$ cat src/rtl/cache_way_seq.sv
// ============================================================================
// cache_way_seq : address/strobe sequencer for one cache way (tag LUTRAM +
// data SDP RAM). Optional post-reset invalidate sweep: CACHE_WAY_SEQ_INV_SWEEP_EN
// Revision: 1.0
// ============================================================================
`default_nettype none

module cache_way_seq #(
  parameter int TAG_WIDTH    = 20,
  parameter int INDEX_WIDTH  = 8,
  parameter int OFFSET_WIDTH = 2,
  parameter int DATA_WIDTH   = 32
) (
  input  logic                                clk,
  input  logic                                resetn,
  input  logic                                i_req_valid,
  output logic                                o_req_ready,
  input  logic [INDEX_WIDTH-1:0]              i_req_index,
  input  logic [TAG_WIDTH-1:0]                i_req_tag,
  input  logic [OFFSET_WIDTH-1:0]             i_req_offset,
  output logic                                o_resp_valid,
  output logic                                o_resp_hit,
  output logic [DATA_WIDTH-1:0]               o_resp_rdata,
  input  logic                                i_refill_start,
  output logic                                o_refill_ready,
  input  logic [INDEX_WIDTH-1:0]              i_refill_index,
  input  logic [TAG_WIDTH-1:0]                i_refill_tag,
  input  logic                                i_refill_valid,
  input  logic [DATA_WIDTH-1:0]               i_refill_data,
  output logic                                o_refill_done,
  output logic                                o_init_busy,
  output logic                                o_tag_we,
  output logic [INDEX_WIDTH-1:0]              o_tag_addr,
  output logic [TAG_WIDTH:0]                  o_tag_din,
  input  logic [TAG_WIDTH:0]                  i_tag_dout,
  output logic                                o_data_wea,
  output logic                                o_data_ena,
  output logic [INDEX_WIDTH+OFFSET_WIDTH-1:0] o_data_addra,
  output logic [DATA_WIDTH-1:0]               o_data_dina,
  output logic                                o_data_enb,
  output logic [INDEX_WIDTH+OFFSET_WIDTH-1:0] o_data_addrb,
  input  logic [DATA_WIDTH-1:0]               i_data_doutb
);

  typedef enum logic [1:0] {
    S_INIT   = 2'd0,
    S_IDLE   = 2'd1,
    S_REFILL = 2'd2,
    S_COMMIT = 2'd3
  } state_t;

`ifdef CACHE_WAY_SEQ_INV_SWEEP_EN
  localparam state_t c_RESET_STATE = S_INIT;
`else
  localparam state_t c_RESET_STATE = S_IDLE;
`endif
  localparam logic [INDEX_WIDTH-1:0]  c_LAST_SET  = '1;
  localparam logic [OFFSET_WIDTH-1:0] c_LAST_WORD = '1;

  state_t                  r_state, w_state_nxt;
  logic [INDEX_WIDTH-1:0]  r_sweep_idx, w_sweep_nxt;
  logic [OFFSET_WIDTH-1:0] r_cnt, w_cnt_nxt;
  logic [INDEX_WIDTH-1:0]  r_idx;
  logic [TAG_WIDTH-1:0]    r_tag;
  logic                    r_resp_valid;
  logic                    r_resp_hit;
  logic                    w_lookup;
  logic                    w_start;
  logic                    w_hit;

  assign w_hit = i_tag_dout[TAG_WIDTH] && (i_tag_dout[TAG_WIDTH-1:0] == i_req_tag);

  // Everything is gated by resetn so no strobe or handshake leaks while in reset.
  always_comb begin
    w_state_nxt    = r_state;
    w_sweep_nxt    = r_sweep_idx;
    w_cnt_nxt      = r_cnt;
    w_lookup       = 1'b0;
    w_start        = 1'b0;
    o_req_ready    = 1'b0;
    o_refill_ready = 1'b0;
    o_refill_done  = 1'b0;
    o_tag_we       = 1'b0;
    o_tag_addr     = i_req_index;
    o_tag_din      = '0;
    o_data_wea     = 1'b0;
    o_data_ena     = 1'b0;
    o_data_addra   = {r_idx, r_cnt};
    o_data_dina    = i_refill_data;
    o_data_enb     = 1'b0;
    o_data_addrb   = {i_req_index, i_req_offset};
    if (resetn) begin
      case (r_state)
        S_INIT: begin
          o_tag_we    = 1'b1;
          o_tag_addr  = r_sweep_idx;
          w_sweep_nxt = r_sweep_idx + 1'b1;
          if (r_sweep_idx == c_LAST_SET) w_state_nxt = S_IDLE;
        end
        S_IDLE: begin
          o_refill_ready = 1'b1;
          o_req_ready    = !i_refill_start;
          if (i_refill_start) begin
            // Pre-invalidate so an interrupted refill never leaves a stale valid tag.
            w_start     = 1'b1;
            o_tag_we    = 1'b1;
            o_tag_addr  = i_refill_index;
            w_cnt_nxt   = '0;
            w_state_nxt = S_REFILL;
          end else if (i_req_valid) begin
            w_lookup   = 1'b1;
            o_data_enb = 1'b1;
          end
        end
        S_REFILL: begin
          o_tag_addr = r_idx;
          if (i_refill_valid) begin
            o_data_wea = 1'b1;
            o_data_ena = 1'b1;
            w_cnt_nxt  = r_cnt + 1'b1;
            if (r_cnt == c_LAST_WORD) w_state_nxt = S_COMMIT;
          end
        end
        S_COMMIT: begin
          o_tag_we      = 1'b1;
          o_tag_addr    = r_idx;
          o_tag_din     = {1'b1, r_tag};
          o_refill_done = 1'b1;
          w_state_nxt   = S_IDLE;
        end
        default: w_state_nxt = c_RESET_STATE;
      endcase
    end
  end

  always_ff @(posedge clk) begin
    if (!resetn) begin
      r_state      <= c_RESET_STATE;
      r_sweep_idx  <= '0;
      r_cnt        <= '0;
      r_resp_valid <= 1'b0;
      r_resp_hit   <= 1'b0;
    end else begin
      r_state      <= w_state_nxt;
      r_sweep_idx  <= w_sweep_nxt;
      r_cnt        <= w_cnt_nxt;
      r_resp_valid <= w_lookup;
      r_resp_hit   <= w_lookup & w_hit;
    end
  end

  always_ff @(posedge clk) begin
    if (w_start) begin
      r_idx <= i_refill_index;
      r_tag <= i_refill_tag;
    end
  end

  assign o_resp_valid = r_resp_valid;
  assign o_resp_hit   = r_resp_hit;
  assign o_resp_rdata = i_data_doutb;

`ifdef CACHE_WAY_SEQ_INV_SWEEP_EN
  assign o_init_busy = (r_state == S_INIT);
`else
  assign o_init_busy = 1'b0;
`endif

endmodule

`default_nettype wire

$ cat config.mk
export PLATFORM = sky130hd
export DESIGN_NAME = cache_way_seq
export DESIGN_NICKNAME = d
export VERILOG_FILES = /design/src/rtl/cache_way_seq.sv
export SDC_FILE = /design/constraint.sdc
export NUM_CORES = 1
export LEC_CHECK = 0
export BUFFER_PORTS_ARGS = -buffer_cell sky130_fd_sc_hd__buf_2
export CAP_MARGIN = 20
export CORE_AREA = 2 2 107 109
export CTS_CLUSTER_SIZE = 40
export DETAILED_ROUTE_END_ITERATION = 16
export DIE_AREA = 0 0 109 111
export MAX_ROUTING_LAYER = met4
export PLACE_DENSITY = 0.73
export RECOVER_POWER = 50
export SLEW_MARGIN = 40
export SYNTH_ARGS = -nofsm -noshare
export SYNTH_HDL_FRONTEND = slang
export SYNTH_SLANG_ARGS = --single-unit
export TNS_END_PERCENT = 100
$ cat constraint.sdc
create_clock -name clk -period 1.83 [get_ports clk]
set_input_delay 0.183 -clock clk [delete_from_list [all_inputs] [get_ports clk]]
set_output_delay 0.183 -clock clk [all_outputs]
set_load 0.005 [all_outputs]
# ---- Yosys cells after proc, flatten, opt, wreduce, memory -nomap -nowiden
# Index checks and enable logic that the tools add are counted.
dict set report op_classes {
  muxes 31
  n_bitwise 1
  add_sub_neg 2
  eq_ne 10
  n_reduce_logical 8
}
# op count
set ops {}
lappend ops {{$mux W21} 2}
lappend ops {{$pmux W8 S3} 1}
lappend ops {{$eq A20 B20 Y1} 1}
lappend ops {{$mux W1} 17}
lappend ops {{$mux W8} 2}
lappend ops {{$mux W2} 6}
lappend ops {{$add A8 B1 Y8 const B} 1}
lappend ops {{$eq A8 B8 Y1 const B} 1}
lappend ops {{$ne A2 B2 Y1 const B} 4}
lappend ops {{$pmux W2 S4} 1}
lappend ops {{$eq A2 B2 Y1 const B} 3}
lappend ops {{$pmux W2 S2} 1}
lappend ops {{$reduce_and A4 Y1} 1}
lappend ops {{$reduce_or A2 Y1} 2}
lappend ops {{$reduce_and A3 Y1} 1}
lappend ops {{$add A2 B1 Y2 const B} 1}
lappend ops {{$eq A2 B1 Y1 const B} 1}
lappend ops {{$logic_not A2 Y1} 1}
lappend ops {{$pmux W1 S2} 1}
lappend ops {{$reduce_bool A2 Y1} 1}
lappend ops {{$and A1 B1 Y1} 1}
lappend ops {{$logic_and A1 B1 Y1} 1}
lappend ops {{$logic_not A1 Y1} 1}
dict set report word_totals {
  wordCells 59
  out_inout_bits 123
  regBits 42
  input_bits 148
}

# ---- Logic depth before layout (Yosys ltp)
dict set report logic_depth {
  word_depth 5
  depth_mapped 8
  depth_no_buf 6
}

# ---- Least setup slack after synthesis
# OpenSTA, ideal clock, no wires.
dict set report synth_path {
  path_kind {input -> register}
  startpoint {input resetn}
  endpoint {register r_idx[0], enable pin}
  stages 3
  path_slack_ps 58
  arrival_time_ps 1384
  required_time_ps 1442
  path_buffers 2
  setup_time_ps 388
  cell_sequence {buf_2 > clkbuf_1 > and3_1}
}
dict set report synth_via {
  elab_chain_len 1
}
# item line
set synth_rtl {}
lappend synth_rtl {{start, declared} 15} ;# input logic resetn,
lappend synth_rtl {{$mux W1} 92} ;# if (resetn) begin
lappend synth_rtl {{via w_start} 68} ;# logic w_start;
lappend synth_rtl {{end signal, assigned} 154} ;# r_idx <= i_refill_index;
lappend synth_rtl {{end, declared} 63} ;# logic [INDEX_WIDTH-1:0] r_idx;
# The timed path passes the listed nets, and every way through them passes these cells.
# A chain may end at the register's enable or synchronous reset.

# ---- Worst setup path after layout
dict set report layout_path {
  startpoint {register r_state[0]}
  endpoint {output o_tag_addr[6]}
}
dict set report layout_via {
  elab_chain_len 4
  elab_cells_between_ends 7
  classes_between {eq/ne (3); mux (2); reduce/logical (2)}
}
# item line
set layout_rtl {}
lappend layout_rtl {{start, declared} 60} ;# state_t r_state, w_state_nxt;
lappend layout_rtl {{start signal, assigned} 138} ;# r_state <= c_RESET_STATE;
lappend layout_rtl {{start signal, assigned} 144} ;# r_state <= w_state_nxt;
lappend layout_rtl {{$eq A2 B2 Y1} 93} ;# case (r_state)
lappend layout_rtl {{$reduce_or A2 Y1 (no source line)} n/a}
lappend layout_rtl {{$pmux W8 S3 (*)} 93}
lappend layout_rtl {{$mux W8 (*)} 92}
lappend layout_rtl {{end, declared} 33} ;# output logic [INDEX_WIDTH-1:0] o_tag_addr,
# Every way passes the cells marked *; elsewhere a longest branch is shown, timed or not.

==> impl_metrics.env <==
export IMPL_grt_usage_pct=12.6
export IMPL_cap_violations=0
export IMPL_fin_setup_tns_ns=-0.801
export IMPL_initial_core_util_pct=25.7
export IMPL_skew_ns=0.00151
export IMPL_cp_required_ns=1.65
export IMPL_arrival_ns=1.77
export IMPL_grt_antenna_before_repair=0
export IMPL_port_buffers=137
export IMPL_clk_pin_slew_ns=0.06
export IMPL_first_pass_iters=4
export IMPL_p_clk_share_pct=25.2
export IMPL_drive_gt1_share_pct=47.5
export IMPL_cts_buffers=5
export IMPL_sequentialPowerShare_pct=32.7
export IMPL_first_global_vias=2274
export IMPL_cp_cell_sequence="inv_2 -> ha_4 -> or2_4 -> buf_4 -> a22o_1 -> a22oi_2 -> o21ai_1 -> buf_2"
export IMPL_nNetsFinal=515
export IMPL_grt_setup_unrepaired="yes"
export IMPL_row_count=39
export IMPL_cp_end_kind="primary output"
export IMPL_sw_frac_of_total_pct=31.3
export IMPL_final_cell_area_sq_um=3450
export IMPL_clockBufferDepth=2
export IMPL_ant_nets=0
export IMPL_synth_cells=292
export IMPL_initialDrtViolationCount=114
export IMPL_met3_usage_pct=3.23
export IMPL_synth_most_common_cell="buf_4"
export IMPL_postCtsHoldBufs=0
export IMPL_yosysWarnings=0
export IMPL_grt_busiest_layer="met2"
export IMPL_synthArstFlopShare_pct=0
export IMPL_place_area_sq_um=3170
export IMPL_met1_usage_pct=12.9
export IMPL_grt_first_pass_wirelength_um=11500
export IMPL_critPathLaunchType="flip-flop"
export IMPL_synth_edff_count=28
export IMPL_syn_to_final_growth_pct=21.1
export IMPL_power_density_nw_per_um2=1070
export IMPL_setup_violations=8
export IMPL_cts_sinks=42
export IMPL_path_buf_inv=3
export IMPL_fin_crit_ns=1.95
export IMPL_violations="negative setup slack"
export IMPL_p_leak_uw=0.00157
export IMPL_vias_per_cell=4.45
export IMPL_yosysSeqAreaShare_pct=39.4
export IMPL_diodes=0
export IMPL_crit_fanout=5
export IMPL_h_tree_depth=2
export IMPL_internal_power_uw=2530
export IMPL_core_sq_um=11100
export IMPL_synth_top_area_share_pct=29.5
export IMPL_fmax_mhz=512
export IMPL_finalHoldViolCount=0
export IMPL_clk_latency_ns=0.28
export IMPL_syn_avg_cell_area_sq_um=9.75
export IMPL_synth_area_sq_um=2850
export IMPL_ys_ff_latch=42
export IMPL_root_buffer="clkbuf_16"
export IMPL_drc=0
export IMPL_dp_hpwl_um=6130
export IMPL_slowest_delay_ns=0.35
export IMPL_io_pins=271
export IMPL_vias=2249
export IMPL_synth_distinct_cells=36
export IMPL_synthTopCellsByArea="edfxtp_1, buf_4, dfxtp_1"
export IMPL_ir_drop_mv=0.591
export IMPL_worstSetupPathType="reg2out"
export IMPL_die_y_um=111
export IMPL_p_sw_uw=1150
export IMPL_drv_slew=0
export IMPL_gp_congestion=0.819
export IMPL_met2_usage_pct=21.6
export IMPL_dieArea_sq_um=12100
export IMPL_routed_wl_um=7520
export IMPL_synthFlopType="edfxtp_1"
export IMPL_grt_max_degree=29
export IMPL_yosys_top_cells_count="buf_4, edfxtp_1, and3_1"
export IMPL_slowest_stage="dfxtp_2"
export IMPL_overflow=0
export IMPL_seq_area_sq_um=1130
export IMPL_yosysTopAreaCell="edfxtp_1"
export IMPL_multi_input_area_sq_um=1130
export IMPL_fin_util_pct=31.1
export IMPL_status="complete, but fails checks"
export IMPL_die_w_um=109
export IMPL_path_delay_family="compound AO/OA/AOI/OAI gates"
export IMPL_routedWlPerCell_um=14.9
export IMPL_min_path_type="in2reg"
export IMPL_nFillCells=1134
export IMPL_cts_tree="yes"
export IMPL_combPwrFrac_pct=42.0
export IMPL_fin_crit_sh_pct=107
export IMPL_setup_ws_ns=-0.122
export IMPL_reg2reg_setup_slack_ns=0.18
export IMPL_synth_fp_nets=446
## state kept, by name, summed over array words and instances (netlist names)
name / flops
r_idx: 8
r_sweep_idx: 8
o_resp_valid: 1
r_cnt: 2
r_state: 2
r_tag: 20
o_resp_hit: 1
## power groups by stage
stage / combinational, uW / sequential, uW / clock, uW
global placement: 1290 / 1200 / 0
CTS: 1460 / 1200 / 968
detailed placement: 1320 / 1210 / 0
global route: 1690 / 1220 / 1010
floorplan: 903 / 1200 / 0
finish: 1550 / 1210 / 930
## kinds of logic (layout without fill, tap and decap cells)
group | after synthesis | count (layout) | share of synthesized area, %
buf+inv | 97 | 167 | 23.6
simple gates | 73 | 73 | 15.4
compound gates | 48 | 48 | 11.1
flops | 42 | 42 | 39.4
xor+xnor | 23 | 23 | 7.07
fa+ha+maj | 6 | 6 | 2.64
mux | 2 | 2 | 0.703
other cells | 1 | 1 | 0.132
## final timing paths
kind	start	endpoint	depth (start not counted)
worst max-delay path	r_state[0]$_SDFFE_PN1P_	o_tag_addr[6]	8
worst min-delay path	i_refill_tag[19]	r_tag[19]$_DFFE_PP_	1
worst max register to register	r_state[0]$_SDFFE_PN1P_	r_sweep_idx[5]$_SDFFE_PN0P_	6
worst min register to register	r_sweep_idx[7]$_SDFFE_PN0P_	r_sweep_idx[7]$_SDFFE_PN0P_	2
## cells in the final DEF (no fill, tap or decap), types with 3 or more instances in the layout
cell type / n
and2_1: 5
o21ai_0: 7
a22oi_2: 7
inv_1: 4
a22o_1: 7
edfxtp_1: 28
a21boi_0: 4
or3_1: 3
xnor2_1: 15
and3_1: 23
xor2_1: 8
dfxtp_1: 12
o21ai_1: 7
nor3b_1: 3
nor4_1: 3
buf_6: 3
clkbuf_16: 6
nor2b_1: 12
clkbuf_1: 9
buf_4: 11
nand4_1: 7
buf_2: 129
a21oi_1: 10
nand2_1: 8
## area by class of cell
cell class / instances / area share [%]
multi-input cells: 153 / 32.7
flip-flops and latches: 42 / 32.6
repair buffers: 153 / 24.1
well taps: 143 / 5.19
clock buffers: 7 / 4.46
inverters: 6 / 0.653
clock inverters: 1 / 0.218
## metrics by stage
stage / cells / setup WS, ns / hold slack [ns] / power (uW)
2_1_floorplan: 292 / 0.0583 / 0.259 / 2110
3_3_place_gp: 492 / 0.0409 / 0.360 / 2490
3_5_place_dp: 492 / -0.00621 / 0.362 / 2530
4_1_cts: 504 / -0.157 / 0.0693 / 3630
5_1_grt: 505 / -0.187 / 0.0646 / 3920
6_report: 505 / -0.122 / 0.0777 / 3680
## timing repair
action | CTS | global route
setup endpoints to repair | 9 | 8
buffers inserted | 4 | 1
gates resized for setup | 19 | 12
pin swaps | 8 | 7
## layer usage
layer | vias to the layer above | part of all wire (%)
li1 | 1072 | -
met1 | 1027 | 36
met2 | 111 | 51
met3 | 39 | 8.1
met4 | 0 | 4.9
met5 | - | 0
(Power assumes the default switching activity.)
